$ cat src/rtl/lmi_watch_match.sv
// lmi_watch_match: two-channel LMI watchpoint matcher with pass counters, sticky hit status and break pulse; optional LMI_WATCH_MATCH_CAPTURE_EN adds trigger capture registers 9/10
module lmi_watch_match #(
    parameter int CNT_W = 16
) (
    input  logic        CLK,
    input  logic        RESET_D1_R_N,
    input  logic        LW_ISAMPLE_S,
    input  logic [31:0] LW_IADDR_S_R,
    input  logic        LW_DSAMPLE_W,
    input  logic        LW_DWRITE_W_R,
    input  logic [3:0]  LW_DBYEN_W_R,
    input  logic [31:0] LW_DADDR_W_R,
    input  logic [31:0] LW_DATA_W_R,
    input  logic        WM_CFG_WE,
    input  logic [3:0]  WM_CFG_ADDR,
    input  logic [31:0] WM_CFG_WDATA,
    output logic [31:0] WM_CFG_RDATA,
    output logic [1:0]  WM_HIT_R,
    output logic        WM_BREAK_R
);
    typedef enum logic [1:0] {DIS, ARM, TRG} st_t;
    localparam logic [31:0] CTRL_MASK = 32'h3f | (((32'h1 << CNT_W) - 32'h1) << 16);
    logic [31:0]      addr_q [2];
    logic [31:0]      mask_q [2];
    logic [31:0]      data_q [2];
    logic [31:0]      ctrl_q [2];
    st_t              st_q [2];
    st_t              st_d [2];
    logic [CNT_W-1:0] rem_q [2];
    logic [CNT_W-1:0] rem_d [2];
    logic [1:0]       cfg_sel, ctrl_wr, clr, im_m, dm_m, evt, trig_d, trig_q, hit_q;
    logic             trig_brk_d, trig_brk_q, brk_q, stat_wr, ch_r;

    function automatic logic data_ok(input logic [31:0] smp, input logic [31:0] cmp, input logic [3:0] byen);
        data_ok = 1'b1;
        for (int b = 0; b < 4; b++)
            if (byen[b] && smp[8*b +: 8] != cmp[8*b +: 8]) data_ok = 1'b0;
    endfunction

    assign stat_wr    = WM_CFG_WE && WM_CFG_ADDR == 4'd8;
    assign ch_r       = WM_CFG_ADDR[2];
    assign WM_HIT_R   = hit_q;
    assign WM_BREAK_R = brk_q;

    // per-channel compare of the current samples; a config write to the channel masks its event
    always_comb begin
        for (int c = 0; c < 2; c++) begin
            cfg_sel[c] = WM_CFG_WE && WM_CFG_ADDR[3:2] == 2'(c);
            ctrl_wr[c] = cfg_sel[c] && WM_CFG_ADDR[1:0] == 2'd3;
            clr[c]     = stat_wr && WM_CFG_WDATA[c];
            im_m[c]    = LW_ISAMPLE_S && ctrl_q[c][1] && ((LW_IADDR_S_R ^ addr_q[c]) & ~mask_q[c]) == 32'd0;
            dm_m[c]    = LW_DSAMPLE_W && (LW_DWRITE_W_R ? ctrl_q[c][3] : ctrl_q[c][2])
                         && ((LW_DADDR_W_R ^ addr_q[c]) & ~mask_q[c]) == 32'd0
                         && (!ctrl_q[c][4] || data_ok(LW_DATA_W_R, data_q[c], LW_DBYEN_W_R));
            evt[c]     = (im_m[c] || dm_m[c]) && !cfg_sel[c];
        end
    end

    // channel next state: CTRL writes dominate, then counting in ARM, then re-arm from TRG on status clear
    always_comb begin
        for (int c = 0; c < 2; c++) begin
            st_d[c]  = st_q[c];
            rem_d[c] = rem_q[c];
            if (ctrl_wr[c]) begin
                st_d[c]  = WM_CFG_WDATA[0] ? ARM : DIS;
                rem_d[c] = WM_CFG_WDATA[16 +: CNT_W];
            end else if (st_q[c] == ARM && evt[c]) begin
                if (rem_q[c] != '0) rem_d[c] = rem_q[c] - CNT_W'(1);
                else st_d[c] = TRG;
            end else if (st_q[c] == TRG && clr[c] && !trig_q[c] && ctrl_q[c][0]) begin
                st_d[c]  = ARM;
                rem_d[c] = ctrl_q[c][16 +: CNT_W];
            end
        end
    end

    // trigger strobes derived from the ARM->TRG transition
    always_comb begin
        for (int c = 0; c < 2; c++) trig_d[c] = st_q[c] == ARM && st_d[c] == TRG;
        trig_brk_d = |(trig_d & {ctrl_q[1][5], ctrl_q[0][5]});
    end

    // state, counters and the one-cycle trigger stage feeding sticky hit and break
    always_ff @(posedge CLK) begin
        if (!RESET_D1_R_N) begin
            for (int c = 0; c < 2; c++) begin
                st_q[c]  <= DIS;
                rem_q[c] <= '0;
            end
            trig_q     <= 2'b00;
            trig_brk_q <= 1'b0;
            hit_q      <= 2'b00;
            brk_q      <= 1'b0;
        end else begin
            for (int c = 0; c < 2; c++) begin
                st_q[c]  <= st_d[c];
                rem_q[c] <= rem_d[c];
            end
            trig_q     <= trig_d;
            trig_brk_q <= trig_brk_d;
            hit_q      <= (hit_q & ~clr) | trig_q;
            brk_q      <= trig_brk_q;
        end
    end

    // channel configuration registers
    always_ff @(posedge CLK) begin
        for (int c = 0; c < 2; c++) begin
            if (!RESET_D1_R_N) begin
                addr_q[c] <= 32'd0;
                mask_q[c] <= 32'd0;
                data_q[c] <= 32'd0;
                ctrl_q[c] <= 32'd0;
            end else if (cfg_sel[c]) begin
                if (WM_CFG_ADDR[1:0] == 2'd0) addr_q[c] <= WM_CFG_WDATA;
                if (WM_CFG_ADDR[1:0] == 2'd1) mask_q[c] <= WM_CFG_WDATA;
                if (WM_CFG_ADDR[1:0] == 2'd2) data_q[c] <= WM_CFG_WDATA;
                if (WM_CFG_ADDR[1:0] == 2'd3) ctrl_q[c] <= WM_CFG_WDATA & CTRL_MASK;
            end
        end
    end

`ifdef LMI_WATCH_MATCH_CAPTURE_EN
    logic [31:0] cap_addr_q, cap_info_q;
    logic        cap_im;
    assign cap_im = trig_d[0] ? im_m[0] : im_m[1];

    // first trigger's address/info held until STATUS is written; channel 0 wins ties
    always_ff @(posedge CLK) begin
        if (!RESET_D1_R_N) begin
            cap_addr_q <= 32'd0;
            cap_info_q <= 32'd0;
        end else if (|trig_d && (!cap_info_q[0] || stat_wr)) begin
            cap_addr_q <= cap_im ? LW_IADDR_S_R : LW_DADDR_W_R;
            cap_info_q <= {27'd0, LW_DWRITE_W_R, cap_im, |LW_DBYEN_W_R, !trig_d[0], 1'b1};
        end else if (stat_wr) begin
            cap_addr_q <= 32'd0;
            cap_info_q <= 32'd0;
        end
    end
`endif

    // combinational register read-back
    always_comb begin
        WM_CFG_RDATA = 32'd0;
        case (WM_CFG_ADDR)
            4'd0, 4'd4: WM_CFG_RDATA = addr_q[ch_r];
            4'd1, 4'd5: WM_CFG_RDATA = mask_q[ch_r];
            4'd2, 4'd6: WM_CFG_RDATA = data_q[ch_r];
            4'd3, 4'd7: WM_CFG_RDATA = ctrl_q[ch_r];
            4'd8:       WM_CFG_RDATA = {30'd0, hit_q};
`ifdef LMI_WATCH_MATCH_CAPTURE_EN
            4'd9:       WM_CFG_RDATA = cap_addr_q;
            4'd10:      WM_CFG_RDATA = cap_info_q;
`endif
            default:    WM_CFG_RDATA = 32'd0;
        endcase
    end
endmodule

$ cat config.mk
export PLATFORM = sky130hd
export DESIGN_NAME = lmi_watch_match
export DESIGN_NICKNAME = d
export VERILOG_FILES = /design/src/rtl/lmi_watch_match.sv
export SDC_FILE = /design/constraint.sdc
export NUM_CORES = 1
export LEC_CHECK = 0
export CORE_AREA = 4 4 169 171
export CTS_BUF_LIST = sky130_fd_sc_hd__clkbuf_8
export DETAILED_ROUTE_END_ITERATION = 8
export DIE_AREA = 0 0 173 175
export GPL_TIMING_DRIVEN = 1
export PLACE_DENSITY_LB_ADDON = 0.05
export SLEW_MARGIN = 20
export SYNTH_ARGS = -nofsm -noshare
export SYNTH_HDL_FRONTEND = slang
export SYNTH_SLANG_ARGS = --single-unit
$ cat constraint.sdc
create_clock -name CLK -period 5.7 [get_ports CLK]
set_input_delay 1.14 -clock CLK [delete_from_list [all_inputs] [get_ports CLK]]
set_output_delay 1.14 -clock CLK [all_outputs]
set_load 0.02 [all_outputs]
==> metrics.sh <==
STATUS='finished, final reports clean'
TRITONCTS_CLOCK_TREE='built'
CELLS_RESIZED_BY_POST_CTS_REPAIR=0
FINALCLOCKSKEW_NS=0.0201
CTS_ROOT_BUF='sky130_fd_sc_hd__clkbuf_8'
POST-SYNTH-TOP-COUNT-CELL='sky130_fd_sc_hd__edfxtp_1'
PRE_CTS_WS_NS=0.799
ENDPOINT_ARRIVAL_TIME_ON_THE_CRITICAL_PATH_NS=3.43
ASYNCSETRESETFLOPFRACSYNTH=0
CRITICAL_PATH.REG2REG.STARTPOINT='data_q[0][19]'
WIRE_PER_INST_UM=28.4
CRIT_PATH_START_KIND='input pin'
WHS_ENDPOINT='WM_BREAK_R'
MIN_PERIOD_NS=4.57
VIAS=12739
YOSYSWARNINGCOUNT=0
NUMBER_OF_ANTENNA_VIOLATIONS_AT_THE_FIRST_CHECK_IN_GLOBAL_ROUTING=2
HOLDPATHSTAGES=1
WORST_PIN_SLEW_NS=1.08
ROW_COUNT=60
FMAX_MHz=219
FINAL.FILL_COUNT=2001
FINAL.SETUP.TNS_NS=0
WORSTREG2REGEND='rem_q[0][4]'
SYNTHESIS.AREA_UM2=15800
CLK_PIN_SLEW_NS=0.05
MAXIMUM_NUMBER_OF_PINS_ON_ONE_NET_BEFORE_GLOBAL_ROUTE_REPAIR=66
REGTOREGSETUPSLACK_NS=1.93
POWER-PER-CELL-AREA_nW_PER_UM2=267
TIMING.REG2REG.WORST_PATH_DEPTH=9
NETLIST.TOP_CELL.BY_AREA='sky130_fd_sc_hd__edfxtp_1'
MIN_FROM='trig_brk_q'
NUMBER_OF_GLOBAL_ROUTE_VIAS_BEFORE_REPAIR=12426
WORSTSKEWPAIRLATENCY_NS=0.58
DOMINANTREGCELLSYNTH='sky130_fd_sc_hd__edfxtp_1'
YOSYS_REGISTER_BITS=278
CPMAXSTAGEDELAYCELL='sky130_fd_sc_hd__buf_2'
PEAKVDDDROP_V=0.000251
YOSYS.AREA.TOP_TYPE_SHARE=0.447
FINALHOLDVIOLATIONS=0
POST-CTS-SETUP-BUFFER-COUNT=0
REMAINING_DRC_ERRORS=0
SYNTHCELLS=1411
SETUP_VIOLATIONS=0
IO_BUFFER_COUNT=176
SYNTH.TOP_CELLS.BY_COUNT='sky130_fd_sc_hd__edfxtp_1 (236), sky130_fd_sc_hd__xnor2_1 (203), sky130_fd_sc_hd__and2_1 (194)'
CRIT_PATH_CELL_TRACE='buf_2, buf_4, mux4_2, nand2_1, a21oi_1, clkdlybuf4s50_1'
POSTROUTEANTENNANETS=0
CORE_UM2=26900
FINAL.PERIOD_UTILIZATION=0.802
SYNTH_CELL_TYPE_COUNT=59
DR.FIRST_ITER.DRC_COUNT=1569
POST_ROUTE_CELLS_DRIVE_ABOVE_1_SHARE=0.103
CRITPATHREQUIREDTIME_NS=4.56
DRT-PASS1-ITER-COUNT=6
SYNTH.AVG_CELL_AREA_UM2=11.2
GRT_USAGE=0.361
WORST_SLACK_NS=1.13
CTSHTREEMAXLEVEL=2
DETAILED_PLACE.AREA_UM2=18000
SYNTH-EDFF-COUNT=236
GP_CONGESTION=1.04
YOSYSSEQAREASHARE=0.501
RSZ_0062_RAISED_AFTER_GLOBAL_ROUTING='false'
SYN_TO_FINAL_GROWTH_PCT=19.2
DRT-TOTAL-WL_MM=55.7
POSTSYNTHNETCOUNT=1555
FINAL_DESIGN_AREA_NO_FILL_UM2=18900
POSTCTSHOLDBUFS=0
GLOBALROUTE.TOTALOVERFLOW=0
CRITPATHTOPFAMILY='buffers and inverters'
FINALNETCOUNT=1726
POST_DRT_VIA_CELL_RATIO=6.50
CRITPATHBUFINV=3
DESIGN.DIE.AREA_UM2=30300
POWER_W=0.00503
DP.FINAL_HPWL_MM=41.0
CELLLEAKAGEPOWER_nW=6.66
MAX-SLEW-MARGIN-REL=0.281
DIE_W_UM=173
CRITICAL-PATH-MAX-STAGE-DELAY_NS=0.69
FINAL-MAX-SLEW-VIOLATION-COUNT=0
CRITPATHMAXFANOUT=30
BOUNDARYPINS=177
SYNTH.TOP_CELLS.BY_AREA='sky130_fd_sc_hd__edfxtp_1 (45%), sky130_fd_sc_hd__xnor2_1 (11%), sky130_fd_sc_hd__and2_1 (7.7%), sky130_fd_sc_hd__mux4_2 (6.0%), sky130_fd_sc_hd__dfxtp_1 (5.3%)'
TRITONCTS.NUM_BUFFERS=47
CLK_PATH_BUF_DEPTH=3
CTS.SINK_COUNT=278
FLOORPLAN.INITIALDENSITY=0.589
DRV.MAX_CAP_VIOLATION_COUNT=0
TIMING_WORST_SETUP_PATH_TYPE='in2out'
CRITPATHCAPTURETYPE='output port'
DIE_H_UM=175
GRT_PASS1_WL_MM=82.0
HP-CLASS='reg2reg'
-- per-layer routing --
layer / share of wire / up-vias / routed length [µm] / track usage
met5: 0.0011 / - / 61 / 0
met4: 0.041 / 6 / 2270 / 0.141
met3: 0.10 / 143 / 5830 / 0.0723
met2: 0.47 / 830 / 26100 / 0.584
met1: 0.38 / 6203 / 21400 / 0.485
li1: - / 5557 / - / -
-- sequential cells by signal, summed over array words and instances (netlist names) --
name	count
trig_brk_q	1
data_q	64
mask_q	64
ctrl_q	44
trig_q	2
WM_BREAK_R	1
WM_HIT_R	2
addr_q	64
rem_q	32
st_q	4
-- how the worst max path moves through the flow --
stage / startpoint / end / cells past startpoint
floorplan: WM_CFG_ADDR[1] / data_q[1][0] / 4
global placement: LW_DATA_W_R[18] / rem_q[0][4] / 10
detailed placement: LW_DATA_W_R[16] / rem_q[0][4] / 10
CTS: WM_CFG_ADDR[1] / WM_CFG_RDATA[4] / 6
global route: LW_DATA_W_R[16] / rem_q[0][1] / 10
finish: WM_CFG_ADDR[1] / WM_CFG_RDATA[4] / 6
-- logic make-up after synthesis --
| kind of cell | share of synthesized area |
|---|---|
| AND/OR/NAND/NOR | 0.167 |
| AO/OA/AOI/OAI | 0.109 |
| flip-flops | 0.501 |
| multiplexers | 0.0799 |
| XOR/XNOR | 0.116 |
| buffers and inverters | 0.0251 |
| adder cells (fa/ha/maj) | 0.00158 |
-- final cells by class --
cell class,instances,area [µm²],share of cell area
clock inverter,34,204,0.0108
inverter,13,48.8,0.00259
timing repair buffer,203,1950,0.104
clock buffer,52,716,0.0379
tap,341,427,0.0226
multi-input combinational,1039,7600,0.402
antenna,1,2.50,0.000133
sequential,278,7930,0.420
-- power by group --
group          total (W)  internal (W)  switching, W
clock network    0.00175      0.000933      0.000821
registers        0.00246       0.00232      0.000140
logic           0.000820      0.000378      0.000442
total            0.00503       0.00363       0.00140
-- layout by cell type, fill, tap and decap left out, drive strengths merged, types with 19 or more instances in the layout --
| cell type | instances |
|---|---|
| a211oi | 20 |
| a21oi | 83 |
| and2 | 195 |
| and3 | 47 |
| buf | 32 |
| clkbuf | 52 |
| clkdlybuf4s50 | 171 |
| dfxtp | 42 |
| edfxtp | 236 |
| inv | 34 |
| mux2i | 25 |
| mux4 | 42 |
| nand2 | 86 |
| nand4 | 19 |
| nor2 | 50 |
| nor3 | 20 |
| nor4 | 20 |
| o21ai | 61 |
| o22ai | 61 |
| xnor2 | 203 |
-- worst reg2reg max path, delay by kind of cell, from the launching register on --
kind            cells  cell delay (ns)
simple gates        3             0.46
flops               1             0.44
mux                 1             0.77
compound gates      4             1.88
xor+xnor            1             0.16
-- through the flow --
stage	utilization	hold WS, ns	instances
after floorplan	-	0.412	1411
after global placement	0.668	0.416	1874
after detailed placement	0.668	0.428	1874
after CTS	0.702	0.443	1960
after global routing	0.702	0.466	1960
final	0.702	0.443	1961
No activity file was read; power rests on OpenSTA's default activity.
